<file path="config.mk">
export PLATFORM = sky130hd
export DESIGN_NAME = alu_result_stage_flat
export DESIGN_NICKNAME = d
export VERILOG_FILES = /design/src/rtl/alu_pkg.sv /design/src/rtl/alu_result_stage_if.sv /design/src/rtl/alu_result_stage_flag_derive.sv /design/src/rtl/alu_result_stage.sv /design/src/flat_wrapper.sv
export SDC_FILE = /design/constraint.sdc
export NUM_CORES = 1
export LEC_CHECK = 0
export ABC_AREA = 1
export ABC_CLOCK_PERIOD_IN_PS = 2600
export BUFFER_PORTS_ARGS = -buffer_cell sky130_fd_sc_hd__buf_2
export CORE_AREA = 2 2 55 95
export CTS_BUF_LIST = sky130_fd_sc_hd__clkbuf_4 sky130_fd_sc_hd__clkbuf_8
export CTS_CLUSTER_DIAMETER = 200
export DETAILED_ROUTE_END_ITERATION = 8
export DIE_AREA = 0 0 57 97
export MAX_ROUTING_LAYER = met4
export PLACE_DENSITY = 0.51
export SYNTH_ARGS = -nofsm -noshare
export SYNTH_HDL_FRONTEND = slang
export SYNTH_HIERARCHICAL = 1
export SYNTH_SLANG_ARGS = --single-unit
</file>
<file path="constraint.sdc">
create_clock -name clk -period 2.6 [get_ports clk]
set_input_delay 0.65 -clock clk [delete_from_list [all_inputs] [get_ports clk]]
set_output_delay 0.65 -clock clk [all_outputs]
set_load 0.02 [all_outputs]
</file>
<file path="src/rtl/alu_pkg.sv">
// Shared types for the ALU result stage.
// Provides:
//   FLAG_*   bit positions inside an NZCV nibble
//   nzcv_t   packed 4-bit flag word, bit3=N bit2=Z bit1=C bit0=V
//   entry_t  one buffered result: sum, its derived flags and the setf tag
// RESULT_W is the datapath width used by entry_t; it must match the stage's N.
package alu_pkg;

  localparam int FLAG_N = 3;
  localparam int FLAG_Z = 2;
  localparam int FLAG_C = 1;
  localparam int FLAG_V = 0;

  localparam int RESULT_W = 8;

  typedef logic [3:0] nzcv_t;

  typedef struct packed {
    logic [RESULT_W-1:0] result;
    nzcv_t               nzcv;
    logic                setf;
  } entry_t;

endpackage

</file>
<file path="src/rtl/alu_result_stage_if.sv">
// Handshake bundle between the adder, the result stage and its consumer.
// Ports (from the stage's point of view, modport slave):
//   in_valid, in_result, in_v, in_c, in_setf  producer side inputs
//   in_ready                                   stage can accept
//   out_valid, out_result, out_nzcv            head entry to consumer
//   out_ready                                  consumer accepts head
//   nzcv_q                                     committed architectural flags
// Modport master is the environment driving the stage.
interface alu_result_stage_if #(
  parameter int N = 8
);
  logic         in_valid;
  logic         in_ready;
  logic [N-1:0] in_result;
  logic         in_v;
  logic         in_c;
  logic         in_setf;
  logic         out_valid;
  logic         out_ready;
  logic [N-1:0] out_result;
  logic [3:0]   out_nzcv;
  logic [3:0]   nzcv_q;

  modport slave (
    input  in_valid, in_result, in_v, in_c, in_setf, out_ready,
    output in_ready, out_valid, out_result, out_nzcv, nzcv_q
  );

  modport master (
    output in_valid, in_result, in_v, in_c, in_setf, out_ready,
    input  in_ready, out_valid, out_result, out_nzcv, nzcv_q
  );
endinterface

</file>
<file path="src/rtl/alu_result_stage_flag_derive.sv">
// Combinational flag derivation for an adder result.
// Ports:
//   result  adder sum
//   c, v    carry-out and overflow from the adder, passed through
//   nzcv    derived flag word (N = sign bit, Z = result is zero)
module flag_derive
  import alu_pkg::*;
#(
  parameter int N = 8
) (
  input  logic [N-1:0] result,
  input  logic         c,
  input  logic         v,
  output nzcv_t        nzcv
);

  always_comb begin
    nzcv         = '0;
    nzcv[FLAG_N] = result[N-1];
    nzcv[FLAG_Z] = (result == '0);
    nzcv[FLAG_C] = c;
    nzcv[FLAG_V] = v;
  end

endmodule

</file>
<file path="src/rtl/alu_result_stage.sv">
// Registered result stage behind the ripple adder.
// Captures sum + derived NZCV into a two-entry skid buffer (head plus one
// overflow register) and commits flags to nzcv_q when a setf entry pops.
// Ports:
//   clk  rising-edge clock
//   rst  synchronous active-high reset
//   bus  alu_result_stage_if.slave (valid/ready in, valid/ready out, nzcv_q)
// in_ready is a register decoded from the next count, so the adder never
// sees a combinational path from out_ready.
module alu_result_stage
  import alu_pkg::*;
#(
  parameter int N     = RESULT_W,
  parameter int DEPTH = 2
) (
  input  logic                clk,
  input  logic                rst,
  alu_result_stage_if.slave   bus
);

  nzcv_t      in_nzcv;
  entry_t     in_entry;
  entry_t     head_q;
  entry_t     ovf_q;
  logic [1:0] count_q;
  logic [1:0] count_next;
  logic       in_ready_q;
  logic       out_valid_q;
  nzcv_t      nzcv_q;
  logic       push;
  logic       pop;

  flag_derive #(.N(N)) u_flag_derive (
    .result (bus.in_result),
    .c      (bus.in_c),
    .v      (bus.in_v),
    .nzcv   (in_nzcv)
  );

  assign in_entry = '{result: bus.in_result, nzcv: in_nzcv, setf: bus.in_setf};

  assign push = bus.in_valid & in_ready_q;
  assign pop  = out_valid_q & bus.out_ready;

  always_comb begin
    count_next = count_q;
    case ({push, pop})
      2'b10:   count_next = count_q + 2'd1;
      2'b01:   count_next = count_q - 2'd1;
      default: count_next = count_q;
    endcase
  end

  always_ff @(posedge clk) begin
    if (rst) begin
      count_q     <= '0;
      in_ready_q  <= 1'b1;
      out_valid_q <= 1'b0;
      head_q      <= '0;
      nzcv_q      <= '0;
    end else begin
      count_q     <= count_next;
      in_ready_q  <= (count_next < 2'(DEPTH));
      out_valid_q <= (count_next != 2'd0);

      if (pop && head_q.setf)
        nzcv_q <= head_q.nzcv;

      // A pop to empty leaves head_q untouched so outputs hold their last value.
      if (pop) begin
        if (count_q == 2'd2)
          head_q <= ovf_q;
        else if (push)
          head_q <= in_entry;
      end else if (push) begin
        if (count_q == 2'd0)
          head_q <= in_entry;
        else
          ovf_q <= in_entry;
      end
    end
  end

  assign bus.in_ready   = in_ready_q;
  assign bus.out_valid  = out_valid_q;
  assign bus.out_result = head_q.result;
  assign bus.out_nzcv   = head_q.nzcv;
  assign bus.nzcv_q     = nzcv_q;

endmodule

</file>
<file path="src/flat_wrapper.sv">
// flat-port wrapper written by rule: the top's interface ports become plain ports
module alu_result_stage_flat import alu_pkg::*;
#(
  parameter int N     = RESULT_W,
  parameter int DEPTH = 2
)
  (clk, rst, bus_in_valid, bus_in_result, bus_in_v, bus_in_c, bus_in_setf, bus_out_ready, bus_in_ready, bus_out_valid, bus_out_result, bus_out_nzcv, bus_nzcv_q);
  alu_result_stage_if #(.N(N)) bus_i ();
  input  logic clk;
  input  logic rst;
  input wire logic [$bits(bus_i.in_valid)-1:0] bus_in_valid;
  input wire logic [$bits(bus_i.in_result)-1:0] bus_in_result;
  input wire logic [$bits(bus_i.in_v)-1:0] bus_in_v;
  input wire logic [$bits(bus_i.in_c)-1:0] bus_in_c;
  input wire logic [$bits(bus_i.in_setf)-1:0] bus_in_setf;
  input wire logic [$bits(bus_i.out_ready)-1:0] bus_out_ready;
  output wire logic [$bits(bus_i.in_ready)-1:0] bus_in_ready;
  output wire logic [$bits(bus_i.out_valid)-1:0] bus_out_valid;
  output wire logic [$bits(bus_i.out_result)-1:0] bus_out_result;
  output wire logic [$bits(bus_i.out_nzcv)-1:0] bus_out_nzcv;
  output wire logic [$bits(bus_i.nzcv_q)-1:0] bus_nzcv_q;
  assign bus_i.in_valid = bus_in_valid;
  assign bus_i.in_result = bus_in_result;
  assign bus_i.in_v = bus_in_v;
  assign bus_i.in_c = bus_in_c;
  assign bus_i.in_setf = bus_in_setf;
  assign bus_i.out_ready = bus_out_ready;
  assign bus_in_ready = bus_i.in_ready;
  assign bus_out_valid = bus_i.out_valid;
  assign bus_out_result = bus_i.out_result;
  assign bus_out_nzcv = bus_i.out_nzcv;
  assign bus_nzcv_q = bus_i.nzcv_q;
  alu_result_stage #(.N(N), .DEPTH(DEPTH)) u_core (.clk(clk), .rst(rst), .bus(bus_i));
endmodule
</file>
==> results of run 1 <==
cell type report:
| type | count | area [um2] | area share |
|---|---|---|---|
| Sequential cell | 34 | 810.8 | 0.4567 |
| Multi-Input combinational cell | 132 | 561.8 | 0.3164 |
| Timing Repair Buffer | 33 | 167.7 | 0.09443 |
| Clock buffer | 8 | 91.34 | 0.05144 |
| Inverter | 21 | 78.83 | 0.04440 |
| Tap cell | 52 | 65.06 | 0.03665 |
power by group:
group / internal [uW] / switching [uW] / total [uW]
Sequential: 681 / 77.4 / 758
Combinational: 193 / 388 / 581
Clock: 221 / 180 / 402
Total: 1100 / 646 / 1740
cell usage after synthesis (all sizes together):
| cell | n | area [um2] |
|---|---|---|
| nand3 | 7 | 47.55 |
| ha | 2 | 25.02 |
| clkbuf | 2 | 7.510 |
| buf | 19 | 147.6 |
| xor2 | 1 | 8.760 |
| nand2 | 80 | 305.3 |
| nand4 | 1 | 6.260 |
| nor3 | 1 | 5.000 |
| inv | 21 | 78.83 |
| o21ai | 2 | 13.76 |
| nor2 | 34 | 130.1 |
| dfxtp | 21 | 420.4 |
| a21oi | 4 | 20.02 |
| edfxtp | 13 | 390.4 |
registers in the layout, summed over array words and instances (netlist names):
name,flops
u_core/bus.in_ready,1
u_core/bus.out_nzcv,4
u_core/count_q,2
u_core/bus.nzcv_q,4
u_core/bus.out_valid,1
u_core/ovf_q,13
u_core/head_q,1
u_core/bus.out_result,8
logic make-up (layout without fill, tap and decap cells):
| group | after synthesis | in the layout | share of synthesized area |
|---|---|---|---|
| simple gates | 123 | 123 | 0.3076 |
| buf+inv | 42 | 62 | 0.1456 |
| flops | 34 | 34 | 0.5047 |
| compound gates | 6 | 6 | 0.02103 |
| fa+ha+maj | 2 | 2 | 0.01557 |
| xor+xnor | 1 | 1 | 0.005453 |
layer usage:
metal  GRT usage  vias up  part of all wire
met2      0.2042       25              0.50
met3     0.03209        4             0.043
li1            -      653                 -
met1      0.1340      518              0.43
met4     0.06440        0             0.024
met5           -        -                 0
through the flow:
step / instances / instance area (um2)
floorplan: 208 / 1607
detailed placement: 272 / 1684
CTS: 280 / 1775
global route: 280 / 1775
global placement: 272 / 1684
finish: 280 / 1775
worst reg2reg max path: stages, from the launching register on:
cell and delay, ns:
dfxtp_1 0.32, nand2_2 0.12, inv_2 0.09, ha_1 0.32, inv_1 0.08, nand4_1 0.09, nand3_1 0.13, o21ai_0 0.10
worst max-delay path by stage:
stage                                           end  slack [ns]          start
floorplan                 u_core/ovf_q[0]$_DFFE_PP_        0.40            rst
global placement    u_core/bus.out_valid$_SDFF_PP0_        0.76  bus_out_ready
detailed placement  u_core/bus.out_valid$_SDFF_PP0_        0.77  bus_out_ready
CTS                 u_core/bus.out_valid$_SDFF_PP0_        1.08  bus_out_ready
global route        u_core/bus.out_valid$_SDFF_PP0_        0.94  bus_out_ready
finish              u_core/bus.out_valid$_SDFF_PP0_        1.10  bus_out_ready
==> flow_metrics.env, run 1 <==
export IMPL_setup_ws_ns=1.101
export IMPL_syn_nets=225
export IMPL_die_y_um=97
export IMPL_dp_hpwl_mm=2.178
export IMPL_cp_arrival_ns=1.66
export IMPL_io_pins=33
export IMPL_final_util=0.3772
export IMPL_post_cts_resized=0
export IMPL_finClkSkew_ns=0.007697
export IMPL_cp_depth=8
export IMPL_grt_ovfl_total=0
export IMPL_area_delta_synth_final_pct=10.51
export IMPL_path_clk_slew_ns=0.07
export IMPL_port_buffers=32
export IMPL_total_power_uw=1742
export IMPL_drv_slew=0
export IMPL_path_max_fanout=7
export IMPL_yosysWarnings=6
export IMPL_max_stage_delay_ns=0.32
export IMPL_crit_required_ns=2.77
export IMPL_wire_per_inst_um=10.39
export IMPL_worstReg2RegEnd="u_core/bus.out_valid$_SDFF_PP0_"
export IMPL_synth_seq_cells=34
export IMPL_fmax_ghz=0.6670
export IMPL_p_per_area_nw_per_um2=981.0
export IMPL_peakVddDrop_uv=416.5
export IMPL_vias_per_cell=4.286
export IMPL_avgSynthCellArea_um2=7.724
export IMPL_n_antenna_cell=0
export IMPL_slowest_stage="ha_1"
export IMPL_post_cts_buffers=0
export IMPL_drc=0
export IMPL_crit_path_start_kind="input port"
export IMPL_slew_headroom=0.6675
export IMPL_critPathBufInv=3
export IMPL_hold_violations=0
export IMPL_hold_path_startpoint="u_core/bus.nzcv_q[3]$_SDFFE_PP0P_"
export IMPL_drive_above_1_share=0.2105
export IMPL_ys_seq_area_frac=0.5047
export IMPL_drt_total_wl_mm=2.910
export IMPL_min_to="u_core/bus.nzcv_q[3]$_SDFFE_PP0P_"
export IMPL_critical_path_class="in -> reg"
export IMPL_r2r_start="u_core/bus.out_valid$_SDFF_PP0_"
export IMPL_outcome="finished clean"
export IMPL_mostFrequentLayoutCells="nand2_1, nor2_1, buf_2"
export IMPL_netlist_area_um2=1607
export IMPL_fin_hold_ws_ns=0.4564
export IMPL_coreArea_um2=4707
export IMPL_start_util=0.3413
export IMPL_place_gp_congestion=0.7389
export IMPL_hold_depth=2
export IMPL_hold_buffers=0
export IMPL_grt_pass1_wl_mm=5.188
export IMPL_rsz0062_at_grt="false"
export IMPL_n_fill_cell=534
export IMPL_p_leak_uw=0.0008942
export IMPL_grt_use_total=0.1241
export IMPL_die_area_um2=5529
export IMPL_synthCells=208
export IMPL_hp_class="reg -> reg"
export IMPL_fin_crit_ns=1.499
export IMPL_clock_latency_ns=0.28
export IMPL_cts_tree="built"
export IMPL_fin_crit_sh=0.5767
export IMPL_path_cells="buf_2 > nand2_2 > inv_2 > ha_1 > inv_1 > nand4_1 > nand3_1 > o21ai_0"
export IMPL_fin_tns_setup_ns=0
export IMPL_final_common_cell="nand2_1"
export IMPL_core_rowCount=33
export IMPL_reg2reg_slack_ns=1.24
export IMPL_synth_distinct_cells=21
export IMPL_grt_max_degree=27
export IMPL_die_w_um=57
export IMPL_ant_nets=0
export IMPL_grt_pass1_vias=1190
export IMPL_crit_family="simple AND/OR/NAND/NOR gates"
export IMPL_r2r_cells=7
export IMPL_setup_viol=0
export IMPL_cts_sinks=34
export IMPL_fin_nets=244
export IMPL_clock_path_buffers=2
export IMPL_worst_slew_pin_slew_ns=0.4982
export IMPL_numCtsBuffers=5
export IMPL_place_ws_ns=0.7746
export IMPL_vias=1200
export IMPL_cp_end_kind="register"
export IMPL_initialDrtViolationCount=25
export IMPL_cts_root_buf="clkbuf_8"
export IMPL_antenna_found_initial=0
export IMPL_drt_pass1_iterations=4
export IMPL_maxCapViolations=0
export IMPL_htree_num_levels=2
Power figures use the tool's default switching activity.
==> run 2: changes to the inputs <==
--- a/config.mk
+++ b/config.mk
@@ -6,7 +6,7 @@
 export NUM_CORES = 1
 export LEC_CHECK = 0
 export ABC_AREA = 1
-export ABC_CLOCK_PERIOD_IN_PS = 2600
+export ABC_CLOCK_PERIOD_IN_PS = 1340
 export BUFFER_PORTS_ARGS = -buffer_cell sky130_fd_sc_hd__buf_2
 export CORE_AREA = 2 2 55 95
 export CTS_BUF_LIST = sky130_fd_sc_hd__clkbuf_4 sky130_fd_sc_hd__clkbuf_8
@@ -14,7 +14,7 @@
 export DETAILED_ROUTE_END_ITERATION = 8
 export DIE_AREA = 0 0 57 97
 export MAX_ROUTING_LAYER = met4
-export PLACE_DENSITY = 0.51
+export PLACE_DENSITY = 0.53
 export SYNTH_ARGS = -nofsm -noshare
 export SYNTH_HDL_FRONTEND = slang
 export SYNTH_HIERARCHICAL = 1
==> constraint.sdc (replaced) <==
create_clock -name clk -period 1.34 [get_ports clk]
set_input_delay 0.335 -clock clk [delete_from_list [all_inputs] [get_ports clk]]
set_output_delay 0.335 -clock clk [all_outputs]
set_load 0.02 [all_outputs]
==> run 2 against run 1 <==
Compared with the run above: non-clock buffer count increased by 7; total power increased by 120%; worst hold slack got worse by 0.20 ns; sequential power increased by 98%; combinational power increased by 130%; clock skew decreased by 0.00063 ns; core utilization increased by 3.6 points; setup slack got worse by 1.0 ns.
==> flow_metrics.env, run 2 (synthesized netlist as in run 1, its figures left out) <==
export IMPL_io_pins=33
export IMPL_top_register="u_core/ovf_q"
export IMPL_path_max_fanout=13
export IMPL_vias=1219
export IMPL_crit_required_ns=1.33
export IMPL_critical_path_class="reg -> reg"
export IMPL_die_area_um2=5529
export IMPL_placed_area_um2=1808
export IMPL_mostFrequentLayoutCells="nand2_1, buf_2, nor2_1"
export IMPL_port_buffers=32
export IMPL_worst_slew_pin_slew_ns=0.2714
export IMPL_hp_class="in -> reg"
export IMPL_post_cts_resized=0
export IMPL_vias_per_cell=4.247
export IMPL_largest_reg_flops=13
export IMPL_wire_per_inst_um=10.72
export IMPL_grt_max_degree=27
export IMPL_cts_tree="built"
export IMPL_numCtsBuffers=5
export IMPL_path_cells="o21ai_2 > nor3_4 > buf_12"
export IMPL_clock_latency_ns=0.28
export IMPL_finClkSkew_ns=0.007068
export IMPL_drc=0
export IMPL_hold_buffers=0
export IMPL_cp_end_kind="register"
export IMPL_htree_num_levels=2
export IMPL_initialDrtViolationCount=32
export IMPL_outcome="finished clean"
export IMPL_slowest_stage="dfxtp_1"
export IMPL_core_rowCount=33
export IMPL_fin_crit_ns=1.243
export IMPL_coreArea_um2=4707
export IMPL_die_w_um=57
export IMPL_n_antenna_cell=0
export IMPL_placed_cells=279
export IMPL_p_per_area_nw_per_um2=1944
export IMPL_peakVddDrop_uv=1099
export IMPL_place_gp_congestion=0.8314
export IMPL_cts_sinks=34
export IMPL_die_y_um=97
export IMPL_hold_violations=0
export IMPL_p_leak_uw=0.0009645
export IMPL_clock_path_buffers=2
export IMPL_start_util=0.3413
export IMPL_slew_headroom=0.8188
export IMPL_rsz0062_at_grt="false"
export IMPL_fin_crit_sh=0.9276
export IMPL_grt_use_total=0.1330
export IMPL_ant_nets=0
export IMPL_cts_root_buf="clkbuf_8"
export IMPL_maxCapViolations=0
export IMPL_fmax_ghz=0.8045
export IMPL_drv_slew=0
export IMPL_fin_cells=287
export IMPL_stdcell_area_um2=1943
export IMPL_post_cts_buffers=0
export IMPL_drt_total_wl_mm=3.077
export IMPL_antenna_found_initial=0
export IMPL_path_clk_slew_ns=0.07
export IMPL_fin_nets=251
export IMPL_area_delta_synth_final_pct=20.95
export IMPL_setup_viol=0
export IMPL_final_common_cell="nand2_1"
export IMPL_grt_ovfl_total=0
export IMPL_final_util=0.4128
export IMPL_grt_pass1_wl_mm=5.602
export IMPL_cp_arrival_ns=1.24
export IMPL_drt_pass1_iterations=4
export IMPL_dp_hpwl_mm=2.305
export IMPL_crit_path_start_kind="register"
export IMPL_max_stage_delay_ns=0.43
export IMPL_grt_pass1_vias=1272
export IMPL_drive_above_1_share=0.2723
-- run 2: cell types whose count changed in the layout (fill, tap and decap cells not counted), moves of 3 or more --
cell,before,now
buf_4,1,4
dfxtp_2,0,3
dfxtp_1,21,18
buf_12,0,4
-- run 2: worst paths after layout --
| kind | startpoint | endpoint | slack [ns] | cells after the start |
|---|---|---|---|---|
| setup reg to reg | u_core/count_q[1]$_SDFF_PP0_ | u_core/ovf_q[1]$_DFFE_PP_ | 0.1 | 3 |
| hold / removal | bus_in_setf | u_core/ovf_q[0]$_DFFE_PP_ | 0.25 | 1 |
| setup / recovery | u_core/count_q[1]$_SDFF_PP0_ | u_core/ovf_q[1]$_DFFE_PP_ | 0.1 | 3 |
| hold reg to reg | u_core/bus.nzcv_q[2]$_SDFFE_PP0P_ | u_core/bus.nzcv_q[2]$_SDFFE_PP0P_ | 0.46 | 2 |
-- run 2: critical path, delay by kind of cell (launching register included) --
family	cells	cell delay, ns
DFF	1	0.43
AOI/OAI and AO/OA	1	0.13
buffers and inverters	1	0.17
and+or+nand+nor	1	0.21
-- run 2: final cells by class --
cell class              count  area [um2]
clock buffers               7       83.83
clock inverters             1       30.03
fillers                   504        2764
inverters                  21       78.83
multi-input cells         132       600.6
flip-flops and latches     34       814.5
well taps                  52       65.06
repair buffers             40       270.3
-- run 2: layer usage --
layer / wire length (um) / vias to the layer above / track usage
li1: - / 665 / -
met1: 1335 / 519 / 0.1443
met2: 1505 / 27 / 0.2184
met3: 130 / 8 / 0.02540
met4: 106 / 0 / 0.08050
met5: 0 / - / -
-- run 2: report_power, final --
part	internal, uW	switching (uW)	leakage (uW)
combinational	508	820	0.000614
clock	597	351	0.0000593
sequential	1330	171	0.000292
total	2440	1340	0.000965
-- run 2: metrics by stage --
stage                     setup WS [ns]  hold WS (ns)  TNS [ns]  power (uW)
after detailed placement       -0.05666        0.4513  -0.06701        2824
after floorplan                0.005787        0.4339         0        2584
after global routing           0.004146        0.2507         0        4093
after global placement         -0.03912        0.4481  -0.03912        2812
final                           0.09703        0.2527         0        3777
after CTS                       0.05204        0.2448         0        3792
